$ cat src/rtl/fetch_queue_unit_pkg.sv
// fetch_queue_unit_pkg
// Shared types and constants for the instruction-fetch stage and its queue.
// Provides default widths, address/word types, the sequential PC increment,
// boolean constants and the helper that sizes one packed queue entry.
package fetch_queue_unit_pkg;

    localparam int DEF_ADDR_W  = 32;
    localparam int DEF_INST_W  = 32;
    localparam int DEF_DEPTH   = 8;
    localparam int NEXT_PC_INC = 4;

    typedef logic [DEF_ADDR_W-1:0] addr_t;
    typedef logic [DEF_INST_W-1:0] word_t;

    localparam addr_t ZERO_ADDR = '0;
    localparam logic  TRUE      = 1'b1;
    localparam logic  FALSE     = 1'b0;

    // Packed entry layout, MSB first: {inst, cur_pc, mis_pc, pd_tk}
    function automatic int entry_width(input int inst_w, input int addr_w);
        return inst_w + 2 * addr_w + 1;
    endfunction

endpackage

$ cat src/rtl/fetch_queue_unit_fifo.sv
// fetch_fifo
// Generic synchronous FIFO with flush. Storage is not reset; only the
// pointers and occupancy are. Read data is combinational from the head and
// reads as zero while the FIFO is empty.
// Ports:
//   clk, rst      clock, synchronous active-high reset
//   flush         drop all entries (takes priority over push/pop)
//   push, wdata   write one entry at the tail (ignored when full)
//   pop           discard the head entry (ignored when empty)
//   rdata         head entry
//   full, empty   occupancy flags
//   count         occupancy, 0..DEPTH
module fetch_fifo #(
    parameter int WIDTH = 8,
    parameter int DEPTH = 8
) (
    input  logic                     clk,
    input  logic                     rst,
    input  logic                     flush,
    input  logic                     push,
    input  logic                     pop,
    input  logic [WIDTH-1:0]         wdata,
    output logic [WIDTH-1:0]         rdata,
    output logic                     full,
    output logic                     empty,
    output logic [$clog2(DEPTH):0]   count
);

    localparam int PTR_W = $clog2(DEPTH);
    localparam int CNT_W = PTR_W + 1;

    logic [WIDTH-1:0] mem [DEPTH];
    logic [PTR_W-1:0] head;
    logic [PTR_W-1:0] tail;
    logic [CNT_W-1:0] cnt;
    logic             do_push;
    logic             do_pop;

    assign full    = (cnt == CNT_W'(DEPTH));
    assign empty   = (cnt == '0);
    assign count   = cnt;
    assign do_push = push && !full && !flush && !rst;
    assign do_pop  = pop && !empty && !flush && !rst;
    assign rdata   = empty ? '0 : mem[head];

    // DEPTH is a power of two, so the pointers wrap naturally.
    always_ff @(posedge clk) begin
        if (rst || flush) begin
            head <= '0;
            tail <= '0;
            cnt  <= '0;
        end else begin
            if (do_push) tail <= tail + PTR_W'(1);
            if (do_pop)  head <= head + PTR_W'(1);
            if (do_push && !do_pop)      cnt <= cnt + CNT_W'(1);
            else if (!do_push && do_pop) cnt <= cnt - CNT_W'(1);
        end
    end

    always_ff @(posedge clk) begin
        if (do_push) mem[tail] <= wdata;
    end

endmodule

$ cat src/rtl/fetch_queue_unit.sv
// fetch_queue_unit
// Instruction-fetch stage: presents pc to the icache and branch predictor
// every cycle, pushes each non-zero hit with its prediction into a queue,
// and lets decode pop the queue head with a valid/ready handshake. A ROB
// rollback flushes the queue and redirects pc. rdy low freezes everything.
// Ports:
//   clk, rst                          clock, synchronous active-high reset
//   rdy                               global ready (low = hold)
//   if_rb, rob_rb_pc                  rollback request and target
//   cache_rd_en, cache_rd_addr        icache request
//   cache_hit, cache_hit_inst         icache response
//   bp_pb_pc, bp_pb_inst              predictor probe
//   bp_pd_tk, bp_pd_off               predictor result
//   id_valid, id_ready                decode handshake
//   id_inst, id_cur_pc, id_mis_pc,
//   id_pd_tk                          queue head contents
//   q_count                           queue occupancy
module fetch_queue_unit
    import fetch_queue_unit_pkg::*;
#(
    parameter int               ADDR_W = DEF_ADDR_W,
    parameter int               INST_W = DEF_INST_W,
    parameter int               DEPTH  = DEF_DEPTH,
    parameter int               PC_INC = NEXT_PC_INC,
    parameter logic [ADDR_W-1:0] RST_PC = ADDR_W'(ZERO_ADDR)
) (
    input  logic                   clk,
    input  logic                   rst,
    input  logic                   rdy,
    input  logic                   if_rb,
    input  logic [ADDR_W-1:0]      rob_rb_pc,
    output logic                   cache_rd_en,
    output logic [ADDR_W-1:0]      cache_rd_addr,
    input  logic                   cache_hit,
    input  logic [INST_W-1:0]      cache_hit_inst,
    output logic [ADDR_W-1:0]      bp_pb_pc,
    output logic [INST_W-1:0]      bp_pb_inst,
    input  logic                   bp_pd_tk,
    input  logic [ADDR_W-1:0]      bp_pd_off,
    output logic                   id_valid,
    input  logic                   id_ready,
    output logic [INST_W-1:0]      id_inst,
    output logic [ADDR_W-1:0]      id_cur_pc,
    output logic [ADDR_W-1:0]      id_mis_pc,
    output logic                   id_pd_tk,
    output logic [$clog2(DEPTH):0] q_count
);

    localparam int ENTRY_W = entry_width(INST_W, ADDR_W);
    localparam int CNT_W   = $clog2(DEPTH) + 1;

    logic [ADDR_W-1:0]  pc;
    logic [ADDR_W-1:0]  pc_seq;
    logic [ADDR_W-1:0]  pc_tgt;
    logic [ADDR_W-1:0]  next_pc;
    logic [ADDR_W-1:0]  mis_pc;
    logic               fifo_full;
    logic               fifo_empty;
    logic [CNT_W-1:0]   fifo_count;
    logic               do_enq;
    logic               do_deq;
    logic               do_flush;
    logic [ENTRY_W-1:0] wr_entry;
    logic [ENTRY_W-1:0] head_entry;

    assign pc_seq  = pc + ADDR_W'(PC_INC);
    assign pc_tgt  = pc + bp_pd_off;
    // The alternate target is whichever path the predictor did not choose.
    assign next_pc = bp_pd_tk ? pc_tgt : pc_seq;
    assign mis_pc  = bp_pd_tk ? pc_seq : pc_tgt;

    assign cache_rd_addr = pc;
    assign bp_pb_pc      = pc;
    assign bp_pb_inst    = cache_hit_inst;

    // Fetch stays blocked for the whole full cycle even if decode pops,
    // so the freed slot is only reused on the following cycle.
    assign cache_rd_en = !rst && rdy && !if_rb && !fifo_full;
    assign do_enq      = cache_rd_en && cache_hit && (cache_hit_inst != '0);
    assign id_valid    = !rst && !fifo_empty;
    assign do_deq      = id_valid && id_ready && rdy && !if_rb;
    assign do_flush    = rdy && if_rb;
    assign q_count     = rst ? '0 : fifo_count;

    assign wr_entry = {cache_hit_inst, pc, mis_pc, bp_pd_tk};
    assign {id_inst, id_cur_pc, id_mis_pc, id_pd_tk} = rst ? '0 : head_entry;

    always_ff @(posedge clk) begin
        if (rst) begin
            pc <= RST_PC;
        end else if (rdy == TRUE) begin
            if (if_rb)       pc <= rob_rb_pc;
            else if (do_enq) pc <= next_pc;
        end
    end

    fetch_fifo #(
        .WIDTH (ENTRY_W),
        .DEPTH (DEPTH)
    ) u_fifo (
        .clk   (clk),
        .rst   (rst),
        .flush (do_flush),
        .push  (do_enq),
        .pop   (do_deq),
        .wdata (wr_entry),
        .rdata (head_entry),
        .full  (fifo_full),
        .empty (fifo_empty),
        .count (fifo_count)
    );

endmodule

$ cat config.mk
export PLATFORM = sky130hd
export DESIGN_NAME = fetch_queue_unit
export DESIGN_NICKNAME = d
export VERILOG_FILES = /design/src/rtl/fetch_queue_unit_pkg.sv /design/src/rtl/fetch_queue_unit_fifo.sv /design/src/rtl/fetch_queue_unit.sv
export SDC_FILE = /design/constraint.sdc
export NUM_CORES = 1
export LEC_CHECK = 0
export BUFFER_PORTS_ARGS = -buffer_cell sky130_fd_sc_hd__clkbuf_2
export CORE_ASPECT_RATIO = 0.6
export CORE_MARGIN = 4
export CORE_UTILIZATION = 54
export CTS_CLUSTER_SIZE = 8
export DETAILED_ROUTE_END_ITERATION = 6
export PLACE_DENSITY_LB_ADDON = 0.3
export REMOVE_ABC_BUFFERS = 1
export SLEW_MARGIN = 10
export SYNTH_ARGS = -nofsm -noshare
export SYNTH_HDL_FRONTEND = slang
export SYNTH_HIERARCHICAL = 1
export SYNTH_SLANG_ARGS = --single-unit
$ cat constraint.sdc
create_clock -name clk -period 9 [get_ports clk]
set_input_delay 1.35 -clock clk [delete_from_list [all_inputs] [get_ports clk]]
set_output_delay 1.35 -clock clk [all_outputs]
set_load 0.01 [all_outputs]
==> flow_metrics.env <==
export IMPL_dpl_cell_area_mm2=0.0375
export IMPL_status="complete, no violations"
export IMPL_antenna_left=0
export IMPL_ios=302
export IMPL_post_route_util_pct=62.6
export IMPL_synth_area_leaders="edfxtp_1 65%, mux4_2 12%, mux2i_1 3.1%"
export IMPL_cp_start_kind="register"
export IMPL_grtUsageTotal_pct=24.6
export IMPL_cts_sinks=821
export IMPL_max_slew_margin_pct=19.1
export IMPL_fmax_mhz=191
export IMPL_start_util_pct=54.9
export IMPL_core_area_mm2=0.0649
export IMPL_hpwl_um=51200
export IMPL_antenna_found_initial=0
export IMPL_finalCriticalPeriod_ns=5.24
export IMPL_avgSynthCellArea_um2=16.9
export IMPL_crit_buf_inv=2
export IMPL_netlist_cell_type_count=77
export IMPL_synth_area_mm2=0.0356
export IMPL_gp_congestion=0.887
export IMPL_numCtsBuffers=112
export IMPL_p_per_area_mw_per_mm2=209
export IMPL_die_w_um=340
export IMPL_rsz0062_at_grt="false"
export IMPL_ys_seq_elements=821
export IMPL_worstPathMaxFanout=117
export IMPL_tightestPinTransition_ns=1.21
export IMPL_clockRootBuffer="clkbuf_16"
export IMPL_route_detailed_drc=0
export IMPL_drive_gt1_share_pct=28.0
export IMPL_diodes=0
export IMPL_cp_slowest_stage_delay_ns=0.95
export IMPL_grt_max_degree=122
export IMPL_clockBufferDepth=3
export IMPL_cts_clk_slew_worst_paths_ns=0.06
export IMPL_via_per_inst=6.12
export IMPL_power_mw=8.51
export IMPL_preCtsSetupSlack_ns=3.63
export IMPL_path_cells="buf_12, mux4_2, mux2i_1, nor2_1, nor2b_1, clkbuf_2"
export IMPL_finalCritPeriodShare_pct=58.2
export IMPL_grt_pass1_wl_um=128000
export IMPL_wirelength_um=85900
export IMPL_overflow=0
export IMPL_synth_edff_count=776
export IMPL_hold_viol=0
export IMPL_ys_warn_count=6
export IMPL_path_class="reg2out"
export IMPL_cts_setup_buffers=0
export IMPL_routedWlPerCell_um=26.1
export IMPL_area_growth_pct=14.0
export IMPL_num_rows=72
export IMPL_finalWorstSetupSlack_ns=3.76
export IMPL_syn_inst=2104
export IMPL_synth_seq_area_share_pct=67.9
export IMPL_max_vdd_ir_drop_mv=0.157
export IMPL_fin_nets=2522
export IMPL_ctsHoldBuffers=0
export IMPL_cp_data_required_time_ns=7.65
export IMPL_synth_area_leader_cell="edfxtp_1"
export IMPL_async_reset_ff_share_pct=0
export IMPL_die_height_um=207
export IMPL_synth_ff_type="edfxtp_1"
export IMPL_whs_ns=0.483
export IMPL_cts_resized_gates=0
export IMPL_finalMaxSlewViolations=0
export IMPL_fp_dieArea_mm2=0.0703
export IMPL_fin_skew_ns=0.0282
export IMPL_path_delay_family="flip-flops"
export IMPL_arrival_ns=3.89
export IMPL_drt_iter0_drc=2054
export IMPL_design_area_mm2=0.0406
export IMPL_hold_path_class="reg2reg"
export IMPL_p_leak_nw=13.5
export IMPL_htree_levels=3
export IMPL_grt_pass1_vias=20300
export IMPL_drtPass1Iterations=5
export IMPL_synth_top_area_share_pct=65.4
export IMPL_setup_viol=0
export IMPL_cp_end_kind="output pin"
export IMPL_cts_tree="done"
export IMPL_worstSkewPairLatency_ns=0.67
export IMPL_crit_path_top_delay_cell="dfxtp_4"
export IMPL_drv_cap=0
export IMPL_route_vias_total=20100
export IMPL_io_buffers=301
export IMPL_fillers=4583
-- cell usage in the layout, fill, tap and decap left out, types with 29 or more instances in the layout --
cell and n:
nand3_1 33, clkbuf_2 300, ha_1 37, dfxtp_1 42, nand2_1 82, xnor2_1 34
a21oi_1 69, edfxtp_1 776, mux4_2 194, clkbuf_16 113, nor2_1 156, mux2i_1 109
clkbuf_1 51, nor2b_1 102, buf_4 30, o21ai_0 29
-- cell type report --
class	instances	area [um2]	area share (%)
Inverter	17	68.8	0.169
Clock inverter	6	120	0.296
Sequential cell	821	24200	59.6
Timing Repair Buffer	335	1820	4.48
Multi-Input combinational cell	1093	10300	25.4
Clock buffer	164	3020	7.43
Tap cell	851	1060	2.62
-- registers in the layout (all words and copies together) (netlist names), named ones only --
signal,count
u_fifo/count,4
u_fifo/tail,3
bp_pb_pc,32
u_fifo/mem,776
u_fifo/head,3
-- synthesized netlist by cell type, types with 4 or more instances --
master and number:
o21ai_0 29, buf_4 65, ha_1 37, xor2_1 28, o21ai_1 21, and2_1 7, mux2i_1 109, dfxtp_1 45
inv_1 13, nand3_1 33, or3_1 6, nand4_1 9, nor3_1 13, o211ai_1 7, xnor2_1 34, a31oi_1 8
buf_6 20, nand2_1 82, buf_2 40, nor2b_1 102, a221oi_1 4, buf_1 8, mux4_2 194, clkbuf_1 40
and3_1 19, nand2b_1 7, a21o_1 15, edfxtp_1 776, o22ai_1 7, a211oi_1 10, nor2_1 162, nor4_1 8
o21a_1 6, a21oi_1 69
-- worst paths after layout --
kind / from / endpoint / slack (ns) / depth (start not counted)
min reg2reg: u_fifo/head[1]$_SDFFE_PP0P_ / register / 0.48 / 2
max: register / id_cur_pc[19] / 3.76 / 6
min: u_fifo/head[1]$_SDFFE_PP0P_ / register / 0.48 / 2
max reg2reg: u_fifo/count[1]$_SDFFE_PP0P_ / u_fifo/mem[4][3]$_DFFE_PP_ / 4.66 / 9
-- stage by stage --
step	std cells	TNS [ns]
after floorplan	1931	-316.15
after global placement	3117	0
after detailed placement	3117	0
after CTS	3287	0
after global routing	3287	0
final	3287	0
-- where the power goes --
part / switching [mW] / internal (mW)
sequential: 0.0457 / 4.24
clock: 1.52 / 2.28
combinational: 0.288 / 0.137
total: 1.85 / 6.66
-- metal layers --
metal / share of wire [%] / up-vias / global-route usage [%]
met5: 0 / - / 0
met4: 2.6 / 0 / 7.53
met3: 8.3 / 151 / 4.90
met2: 46 / 920 / 37.7
met1: 43 / 10300 / 36.3
li1: - / 8748 / -
-- logic make-up after synthesis --
kind of cell             count (synthesis)  share of synthesized area [%]
flip-flops                             821                           67.9
AND/OR/NAND/NOR                        468                           6.45
multiplexers                           305                           15.4
AO/OA/AOI/OAI                          219                           4.00
buffers and inverters                  190                           3.26
XOR/XNOR                                62                           1.52
adder cells (fa/ha/maj)                 39                           1.41
-- worst min-delay path, stage by stage, from the launching register on --
cell,delay [ns]
dfxtp_1,0.31
nand2_1,0.05
a21oi_1,0.07
No activity file was read; power rests on OpenSTA's default activity.
